`config.mk`:
```
export PLATFORM = sky130hd
export DESIGN_NAME = specialist_mem_arbiter_flat
export DESIGN_NICKNAME = d
export VERILOG_FILES = /design/src/rtl/specialist_mem_arbiter_pkg.sv /design/src/rtl/specialist_mem_arbiter_if.sv /design/src/rtl/specialist_mem_arbiter.sv /design/src/flat_wrapper.sv
export SDC_FILE = /design/constraint.sdc
export NUM_CORES = 1
export LEC_CHECK = 0
export CORE_MARGIN = 2
export CORE_UTILIZATION = 48
export CTS_BUF_LIST = sky130_fd_sc_hd__clkbuf_8
export CTS_CLUSTER_SIZE = 10
export DETAILED_ROUTE_END_ITERATION = 8
export HOLD_SLACK_MARGIN = 0.1
export PLACE_DENSITY = 0.88
export SETUP_SLACK_MARGIN = 0.2
export SLEW_MARGIN = 10
export SYNTH_ARGS = -nofsm -noshare
export SYNTH_HDL_FRONTEND = slang
export SYNTH_SLANG_ARGS = --single-unit
```
`constraint.sdc`:
```
create_clock -name clk_sys -period 3.1 [get_ports clk_sys]
set_clock_uncertainty 0.05 [all_clocks]
set_input_delay 0.465 -clock clk_sys [delete_from_list [all_inputs] [get_ports clk_sys]]
set_output_delay 0.465 -clock clk_sys [all_outputs]
set_load 0.02 [all_outputs]
```
`src/rtl/specialist_mem_arbiter_pkg.sv`:
```
// Shared types and constants for the Specialist memory-port arbiter.
package specialist_mem_pkg;

  localparam int MEM_AW = 25;

  typedef enum logic [1:0] {ST_IDLE, ST_ISSUE, ST_WAIT, ST_DONE} state_t;
  typedef enum logic [1:0] {GR_NONE, GR_LD, GR_CPU, GR_DMA} grant_t;

endpackage

```
`src/rtl/specialist_mem_arbiter_if.sv`:
```
// Byte-wide memory port: the arbiter is master, the SDRAM-backed memory is slave.
interface specialist_mem_arbiter_if
  import specialist_mem_pkg::*;
#(
  parameter int AW = MEM_AW
);
  logic [AW-1:0] mem_addr;
  logic [7:0]    mem_din;
  logic          mem_we;
  logic          mem_rd;
  logic [7:0]    mem_dout;
  logic          mem_ready;

  modport master (output mem_addr, mem_din, mem_we, mem_rd, input mem_dout, mem_ready);
  modport slave  (input mem_addr, mem_din, mem_we, mem_rd, output mem_dout, mem_ready);
endinterface

```
`src/rtl/specialist_mem_arbiter.sv`:
```
// Three-port arbiter (loader, CPU, DMA) sequencing one access at a time onto
// the shared byte memory port, with DMA anti-starvation and a WAIT timeout.
module specialist_mem_arbiter
  import specialist_mem_pkg::*;
#(
  parameter int AW         = MEM_AW,
  parameter int STARVE_MAX = 4,
  parameter int TIMEOUT    = 63
) (
  input  logic          clk_sys,
  input  logic          reset,
  input  logic          ld_wr,
  input  logic [AW-1:0] ld_addr,
  input  logic [7:0]    ld_data,
  output logic          ld_busy,
  output logic          ld_ovf,
  input  logic          cpu_req,
  input  logic          cpu_we,
  input  logic [AW-1:0] cpu_addr,
  input  logic [7:0]    cpu_din,
  output logic          cpu_wait,
  output logic          cpu_ack,
  output logic [7:0]    cpu_dout,
  input  logic          dma_req,
  input  logic          dma_we,
  input  logic [AW-1:0] dma_addr,
  input  logic [7:0]    dma_din,
  output logic          dma_ack,
  output logic [7:0]    dma_dout,
  output logic          mem_err,
  specialist_mem_arbiter_if.master mem
);

  localparam int SW = $clog2(STARVE_MAX + 1);
  localparam int TW = (TIMEOUT > 0) ? $clog2(TIMEOUT + 1) : 1;

  state_t        state, state_nx;
  grant_t        grant, win, grant_now;
  logic          ld_pend;
  logic [AW-1:0] ld_addr_q;
  logic [7:0]    ld_data_q;
  logic          we_q;
  logic [SW-1:0] starve;
  logic [TW-1:0] tmo_cnt;
  logic          cpu_done;
  logic          fin, tmo, ld_done, ld_accept;
  logic [7:0]    rd_val;

  always_comb begin
    win = GR_NONE;
    if (ld_pend)                                   win = GR_LD;
    else if (dma_req && starve == SW'(STARVE_MAX)) win = GR_DMA;
    else if (cpu_req)                              win = GR_CPU;
    else if (dma_req)                              win = GR_DMA;
  end

  assign grant_now = (state == ST_IDLE) ? win : GR_NONE;
  assign fin       = (state == ST_WAIT) && (mem.mem_ready || tmo_cnt == TW'(TIMEOUT));
  assign tmo       = fin && !mem.mem_ready;
  assign rd_val    = mem.mem_ready ? mem.mem_dout : 8'hFF;

  // A loader strobe landing on its own DONE is accepted: pending re-arms.
  assign ld_busy   = ld_pend | (grant == GR_LD);
  assign ld_accept = ld_wr & (~ld_busy | ld_done);
  assign cpu_wait  = cpu_req & ~cpu_done & ~cpu_ack;

  always_ff @(posedge clk_sys) begin
    if (reset) state <= ST_IDLE;
    else       state <= state_nx;
  end

  always_comb begin
    state_nx = state;
    unique case (state)
      ST_IDLE:  if (win != GR_NONE) state_nx = ST_ISSUE;
      ST_ISSUE: state_nx = ST_WAIT;
      ST_WAIT:  if (fin) state_nx = ST_DONE;
      ST_DONE:  state_nx = ST_IDLE;
      default:  state_nx = ST_IDLE;
    endcase
  end

  always_comb begin
    mem.mem_we = 1'b0;
    mem.mem_rd = 1'b0;
    cpu_ack    = 1'b0;
    dma_ack    = 1'b0;
    ld_done    = 1'b0;
    unique case (state)
      ST_ISSUE: begin
        mem.mem_we = we_q;
        mem.mem_rd = ~we_q;
      end
      ST_DONE: begin
        cpu_ack = (grant == GR_CPU);
        dma_ack = (grant == GR_DMA);
        ld_done = (grant == GR_LD);
      end
      default: ;
    endcase
  end

  // Loader latch, grant capture and starvation counter
  always_ff @(posedge clk_sys) begin
    if (reset) begin
      ld_pend      <= 1'b0;
      ld_addr_q    <= '0;
      ld_data_q    <= '0;
      ld_ovf       <= 1'b0;
      grant        <= GR_NONE;
      we_q         <= 1'b0;
      mem.mem_addr <= '0;
      mem.mem_din  <= '0;
      starve       <= '0;
    end else begin
      if (ld_accept) begin
        ld_pend   <= 1'b1;
        ld_addr_q <= ld_addr;
        ld_data_q <= ld_data;
      end else if (ld_done) begin
        ld_pend <= 1'b0;
      end
      if (ld_wr && !ld_accept) ld_ovf <= 1'b1;

      unique case (grant_now)
        GR_LD: begin
          mem.mem_addr <= ld_addr_q;
          mem.mem_din  <= ld_data_q;
          we_q         <= 1'b1;
        end
        GR_CPU: begin
          mem.mem_addr <= cpu_addr;
          mem.mem_din  <= cpu_din;
          we_q         <= cpu_we;
        end
        GR_DMA: begin
          mem.mem_addr <= dma_addr;
          mem.mem_din  <= dma_din;
          we_q         <= dma_we;
        end
        default: ;
      endcase

      if (grant_now != GR_NONE)  grant <= grant_now;
      else if (state == ST_DONE) grant <= GR_NONE;

      if (!dma_req || grant_now == GR_DMA)
        starve <= '0;
      else if (grant_now == GR_CPU && starve != SW'(STARVE_MAX))
        starve <= starve + 1'b1;
    end
  end

  // Access completion: timeout counter, read data return, error and wait flags
  always_ff @(posedge clk_sys) begin
    if (reset) begin
      tmo_cnt  <= '0;
      mem_err  <= 1'b0;
      cpu_dout <= 8'hFF;
      dma_dout <= 8'hFF;
      cpu_done <= 1'b0;
    end else begin
      if (state == ST_WAIT) tmo_cnt <= tmo_cnt + 1'b1;
      else                  tmo_cnt <= '0;
      if (tmo) mem_err <= 1'b1;
      if (fin && !we_q) begin
        if (grant == GR_CPU)      cpu_dout <= rd_val;
        else if (grant == GR_DMA) dma_dout <= rd_val;
      end
      if (!cpu_req)     cpu_done <= 1'b0;
      else if (cpu_ack) cpu_done <= 1'b1;
    end
  end

endmodule

```
`src/flat_wrapper.sv`:
```
// flat-port wrapper written by rule: the top's interface ports become plain ports
module specialist_mem_arbiter_flat import specialist_mem_pkg::*;
#(
  parameter int AW         = MEM_AW,
  parameter int STARVE_MAX = 4,
  parameter int TIMEOUT    = 63
)
  (clk_sys, reset, ld_wr, ld_addr, ld_data, ld_busy, ld_ovf, cpu_req, cpu_we, cpu_addr, cpu_din, cpu_wait, cpu_ack, cpu_dout, dma_req, dma_we, dma_addr, dma_din, dma_ack, dma_dout, mem_err, mem_mem_addr, mem_mem_din, mem_mem_we, mem_mem_rd, mem_mem_dout, mem_mem_ready);
  specialist_mem_arbiter_if #(.AW(AW)) mem_i ();
  input  logic clk_sys;
  input  logic reset;
  input  logic ld_wr;
  input  logic [AW-1:0] ld_addr;
  input  logic [7:0] ld_data;
  output logic ld_busy;
  output logic ld_ovf;
  input  logic cpu_req;
  input  logic cpu_we;
  input  logic [AW-1:0] cpu_addr;
  input  logic [7:0] cpu_din;
  output logic cpu_wait;
  output logic cpu_ack;
  output logic [7:0] cpu_dout;
  input  logic dma_req;
  input  logic dma_we;
  input  logic [AW-1:0] dma_addr;
  input  logic [7:0] dma_din;
  output logic dma_ack;
  output logic [7:0] dma_dout;
  output logic mem_err;
  output wire logic [$bits(mem_i.mem_addr)-1:0] mem_mem_addr;
  output wire logic [$bits(mem_i.mem_din)-1:0] mem_mem_din;
  output wire logic [$bits(mem_i.mem_we)-1:0] mem_mem_we;
  output wire logic [$bits(mem_i.mem_rd)-1:0] mem_mem_rd;
  input wire logic [$bits(mem_i.mem_dout)-1:0] mem_mem_dout;
  input wire logic [$bits(mem_i.mem_ready)-1:0] mem_mem_ready;
  assign mem_mem_addr = mem_i.mem_addr;
  assign mem_mem_din = mem_i.mem_din;
  assign mem_mem_we = mem_i.mem_we;
  assign mem_mem_rd = mem_i.mem_rd;
  assign mem_i.mem_dout = mem_mem_dout;
  assign mem_i.mem_ready = mem_mem_ready;
  specialist_mem_arbiter #(.AW(AW), .STARVE_MAX(STARVE_MAX), .TIMEOUT(TIMEOUT)) u_core (.clk_sys(clk_sys), .reset(reset), .ld_wr(ld_wr), .ld_addr(ld_addr), .ld_data(ld_data), .ld_busy(ld_busy), .ld_ovf(ld_ovf), .cpu_req(cpu_req), .cpu_we(cpu_we), .cpu_addr(cpu_addr), .cpu_din(cpu_din), .cpu_wait(cpu_wait), .cpu_ack(cpu_ack), .cpu_dout(cpu_dout), .dma_req(dma_req), .dma_we(dma_we), .dma_addr(dma_addr), .dma_din(dma_din), .dma_ack(dma_ack), .dma_dout(dma_dout), .mem_err(mem_err), .mem(mem_i));
endmodule
```
# Word level (Yosys, flattened, before mapping)
# Index checks and enable logic that the tools add are counted.
[classes]
mux = 21
reduce_logical = 24
eq_ne = 14
bitwise_logic = 12
add_sub_neg = 2
[op_table]
columns = ["cell", "count"]
rows = [
  ["25-bit one-hot mux with 3 select lines", 1],
  ["8-bit one-hot mux with 3 select lines", 1],
  ["2-bit two-way mux", 9],
  ["2-bit == test, second input constant", 6],
  ["8-bit two-way mux", 1],
  ["2-bit one-hot mux with 4 select lines", 1],
  ["2-bit nonzero test", 4],
  ["1-bit two-way mux", 7],
  ["1-bit inverter", 7],
  ["6-bit by 1-bit adder with 6-bit output, second input constant", 1],
  ["2-bit by 1-bit == test with 1-bit output, second input constant", 3],
  ["6-bit == test, second input constant", 1],
  ["1-bit logical AND", 6],
  ["2-bit OR reduction", 3],
  ["1-bit logical NOT", 4],
  ["2-bit AND reduction", 2],
  ["3-bit by 1-bit adder with 3-bit output, second input constant", 1],
  ["1-bit bitwise AND", 3],
  ["3-bit == test, second input constant", 1],
  ["3-bit inequality test, second input constant", 1],
  ["1-bit one-hot mux with 3 select lines", 1],
  ["3-bit AND reduction", 1],
  ["3-bit nonzero test", 1],
  ["2-bit logical NOT", 1],
  ["other kinds (4)", 6],
]
[totals]
word_cells = 88
regBits = 100
output_inout_bits = 57
in_bits = 115

# Depth between registers and ports, before layout
[logic_depth]
word_depth = 8
depth_mapped = 7
ltp_nobuf = 6

# Least setup slack after synthesis
# OpenSTA, ideal clock, no wires.
[synth_timing]
path_kind = "reg2out"
startpoint = "register u_core.grant[1]"
endpoint = "output cpu_wait"
setup_slack_ns = 1.364
path_buffers = 1
arrival_ns = 1.221
stages_incl_launch_ff = 6
t_required_ns = 2.585
cell_sequence = "dfxtp_1 nor2b_1 buf_2 and2_1 nor2_1 and2_1"
[synth_via]
elab_chain_cells = 4
[synth_rtl]
columns = ["element", "line", "source"]
rows = [
  ["start, declared", "specialist_mem_arbiter.sv:38", "grant_t grant, win, grant_now;"],
  ["start signal, assigned", "specialist_mem_arbiter.sv:144", "if (grant_now != GR_NONE) grant <= grant_now;"],
  ["2-bit == test", "specialist_mem_arbiter.sv:95", "cpu_ack = (grant == GR_CPU);"],
  ["1-bit two-way mux", "specialist_mem_arbiter.sv:89", "unique case (state)"],
  ["via cpu_ack", "flat_wrapper.sv:22", "output logic cpu_ack;"],
  ["1-bit inverter", "specialist_mem_arbiter.sv:65", "assign cpu_wait = cpu_req & ~cpu_done & ~cpu_ack;"],
  ["1-bit bitwise AND", "specialist_mem_arbiter.sv:65", ""],
  ["end, declared", "flat_wrapper.sv:21", "output logic cpu_wait;"],
]
# The timed path passes the listed nets, and every way through them passes these cells.

# Worst setup path in the final report
[layout_timing]
startpoint = "register u_core.state[0]"
endpoint = "output cpu_wait"
[layout_via]
elab_chain_cells = 4
[layout_rtl]
columns = ["element", "line", "source"]
rows = [
  ["start, declared", "specialist_mem_arbiter.sv:37", "state_t state, state_nx;"],
  ["start signal, assigned", "specialist_mem_arbiter.sv:69", "else state <= state_nx;"],
  ["2-bit == test", "specialist_mem_arbiter.sv:89", ""],
  ["1-bit two-way mux", "specialist_mem_arbiter.sv:89", ""],
  ["1-bit inverter", "specialist_mem_arbiter.sv:65", ""],
  ["1-bit bitwise AND", "specialist_mem_arbiter.sv:65", ""],
]
# No other way between the ends.

==> qor.yml <==
run_status:
  status: "completed"
synthesis:
  yosysSeqAreaShare_pct: 47.4
  yosysWarnings: 0
  syn_avg_cell_area_um2: 8.90
  synth-edff-count: 0
  ys_async_sr_fraction_pct: 0
  ys_ff_latch: 100
  synth_fp_nets: 597
  syn_inst: 474
  synthFlopType: "dfxtp_1"
  synth_cell_type_count: 41
  syn_area_mm2: 0.00422
clock_tree:
  cts_buffers: 9
  post_cts_resized: 0
  hold_buffers: 0
  cts.sink_count: 100
  cts.path.max_buffers: 2
  clkTransAtPathRegs_ns: 0.09
  clk_latency_ns: 0.35
  tritoncts: "yes"
  htree_levels: 3
  cts-root-buf: "clkbuf_8"
  cts_setup_buffers: 0
layout:
  nFillCells: 682
  fin_cells: 742
  drive_gt1_share_pct: 4.73
  mostFrequentLayoutCells: "clkdlybuf4s50_1 (171), dfxtp_1 (100), nand2_1 (78)"
  nNetsFinal: 752
  area_delta_synth_final_pct: 45.7
  n_antenna_cell: 0
  final_common_cell: "clkdlybuf4s50_1"
critical_path:
  critical_path.cell_chain: "ha_1, and2_1, nor2_1, and2_1, clkdlybuf4s50_1"
  r2r_end: "u_core.mem.mem_addr[22]"
  cp.depth: 5
  r2r_cells: 6
  crit_slowest_cell: "clkdlybuf4s50_1"
  critPathTopFamily: "buffers and inverters"
  end_kind: "output pin"
  r2r_setup_slack_ns: 0.69
  crit_buf_inv: 1
  cp_common_cell: "and2_1"
  r2r_start: "u_core.state[0]"
  startpoint_type: "register"
  critPathKind: "reg -> out"
  crit_fanout: 6
  cpPeakStageDelay_ns: 0.60
  crit_arrival_ns: 2.03
  required_ns: 2.58
floorplan:
  num_io_pins: 172
  fp.dieW_um: 97.8
  die-area_mm2: 0.00956
  die_h_um: 97.8
  core_area_mm2: 0.00864
  rows: 34
  initial_core_util_pct: 48.9
route:
  antenna_left: 0
  drc: 0
  viasPerCell: 5.51
  vias: 4092
  wl_per_cell_um: 16.4
  finalWirelength_um: 12200
  firstDrtPassIters: 5
  drt_iter0_markers: 182
timing:
  finalSetupTns_ns: 0
  hold_viol: 0
  relSlewSlack_pct: 50.2
  setup_viol_count_final: 0
  slew_viol_final: 0
  fin_crit_sh_pct: 82.1
  period_needed_ns: 2.55
  rsz0062_at_grt: "false"
  max_clock_freq_ghz: 0.393
  worst_slew_pin_slew_ns: 0.746
  holdWs_ns: 0.405
global_route:
  overflow: 0
  grt_pass1_wl_um: 19500
  first_global_vias: 4231
  gr-usage-all-layers_pct: 24.7
  grt_max_degree: 66
  antenna_found_initial: 1
worst_hold_path:
  hp-start: "u_core.tmo_cnt[0]"
  worstHoldPathCells: 1
  min_path_type: "reg -> reg"
  holdPathEnd: "u_core.tmo_cnt[0]"
power:
  switching_power_uw: 1530
  internal_power_uw: 2700
  ir_drop_uv: 368
  seq_power_share_pct: 40.4
  combPwrFrac_pct: 40.8
  pwr-share-clk_pct: 18.9
  leakagePower_uw: 0.00234
  power_density_mw_per_mm2: 689
  power_uw: 4240
  p_sw_share_pct: 36.2
placed_design:
  io_buffers: 171
  gp_congestion: 0.819
  dp.cells: 726
  dpl.hpwl_um: 8900
run:
  drv_cap: 0
[worst max-delay path by stage]
| stage | startpoint | endpoint | slack [ns] |
|---|---|---|---|
| finish | u_core.state[0] | cpu_wait | 0.55 |
| global route | u_core.state[0] | cpu_wait | 0.45 |
| CTS | u_core.state[0] | cpu_wait | 0.53 |
| detailed placement | cpu_req | u_core.mem.mem_din[2] | 0.53 |
| global placement | cpu_req | u_core.mem.mem_addr[4] | 0.60 |
| floorplan | u_core.grant[1] | cpu_wait | 1.36 |
[cell type report]
| class | instances | area (um2) | area share, % |
|---|---|---|---|
| flip-flops and latches | 100 | 2000 | 32.6 |
| repair buffers | 177 | 1770 | 28.8 |
| inverters | 6 | 23.8 | 0.387 |
| multi-input cells | 335 | 2030 | 33.0 |
| well taps | 108 | 135 | 2.20 |
| clock buffers | 10 | 138 | 2.24 |
| clock inverters | 6 | 52.6 | 0.855 |
[power by group through the flow]
| stage | Clock [uW] | Combinational, uW | Sequential [uW] |
|---|---|---|---|
| floorplan | 0 | 788 | 1930 |
| global route | 870 | 1860 | 1740 |
| CTS | 818 | 1740 | 1710 |
| finish | 801 | 1730 | 1710 |
| global placement | 0 | 1660 | 1720 |
| detailed placement | 0 | 1730 | 1730 |
[per-stage QoR]
stage,setup slack (ns),util [%],cell area [um2]
2_1_floorplan,1.36,-,4220
3_3_place_gp,0.600,69.0,5960
3_5_place_dp,0.529,69.0,5960
4_1_cts,0.527,71.2,6150
5_1_grt,0.447,71.2,6150
6_report,0.554,71.2,6150
[synthesized netlist by cell type, drive strengths merged (2+ instances only)]
cell type,count,area [um2]
nand2,78,293
or3,3,18.8
o221ai,33,289
a21boi,2,22.5
o22ai,33,206
o31a,2,17.5
mux2i,34,340
dfxtp,100,2000
buf,15,108
inv,5,18.8
nand3,6,35.0
and2,5,31.3
nor3,2,10.0
nor2b,5,31.3
a21oi,21,105
o21ai,21,105
nand4b,2,17.5
nand3b,2,18.8
a31oi,4,25.0
xor2,2,17.5
and3,3,18.8
nor2,57,214
clkbuf,18,67.6
nor3b,2,15.0
ha,8,100
[per-layer routing]
| metal | global-route usage [%] | part of all wire, % |
|---|---|---|
| met1 | 28.5 | 40 |
| met2 | 44.1 | 52 |
| met3 | 4.29 | 4.4 |
| met4 | 12.1 | 3.6 |
| met5 | 0 | 0.090 |
[kinds of logic (layout without fill, tap and decap cells)]
group                    after synthesis  after routing  share of synthesized area, %
buffers and inverters                 39            199                          4.68
adder cells (fa/ha/maj)                8              8                          2.37
AO/OA/AOI/OAI                        120            120                          19.2
XOR/XNOR                               3              3                         0.623
multiplexers                          34             34                          8.06
AND/OR/NAND/NOR                      170            170                          17.6
flip-flops                           100            100                          47.4
[state kept, by name, summed over array words and instances (netlist names)]
register,flops
u_core.mem_err,1
u_core.grant,2
u_core.tmo_cnt,6
u_core.mem.mem_addr,25
u_core.dma_dout,8
u_core.cpu_done,1
u_core.ld_ovf,1
u_core.ld_data_q,8
u_core.state,2
u_core.starve,3
u_core.ld_pend,1
u_core.mem.mem_din,8
u_core.cpu_dout,8
u_core.we_q,1
u_core.ld_addr_q,25
(Power assumes the default switching activity.)
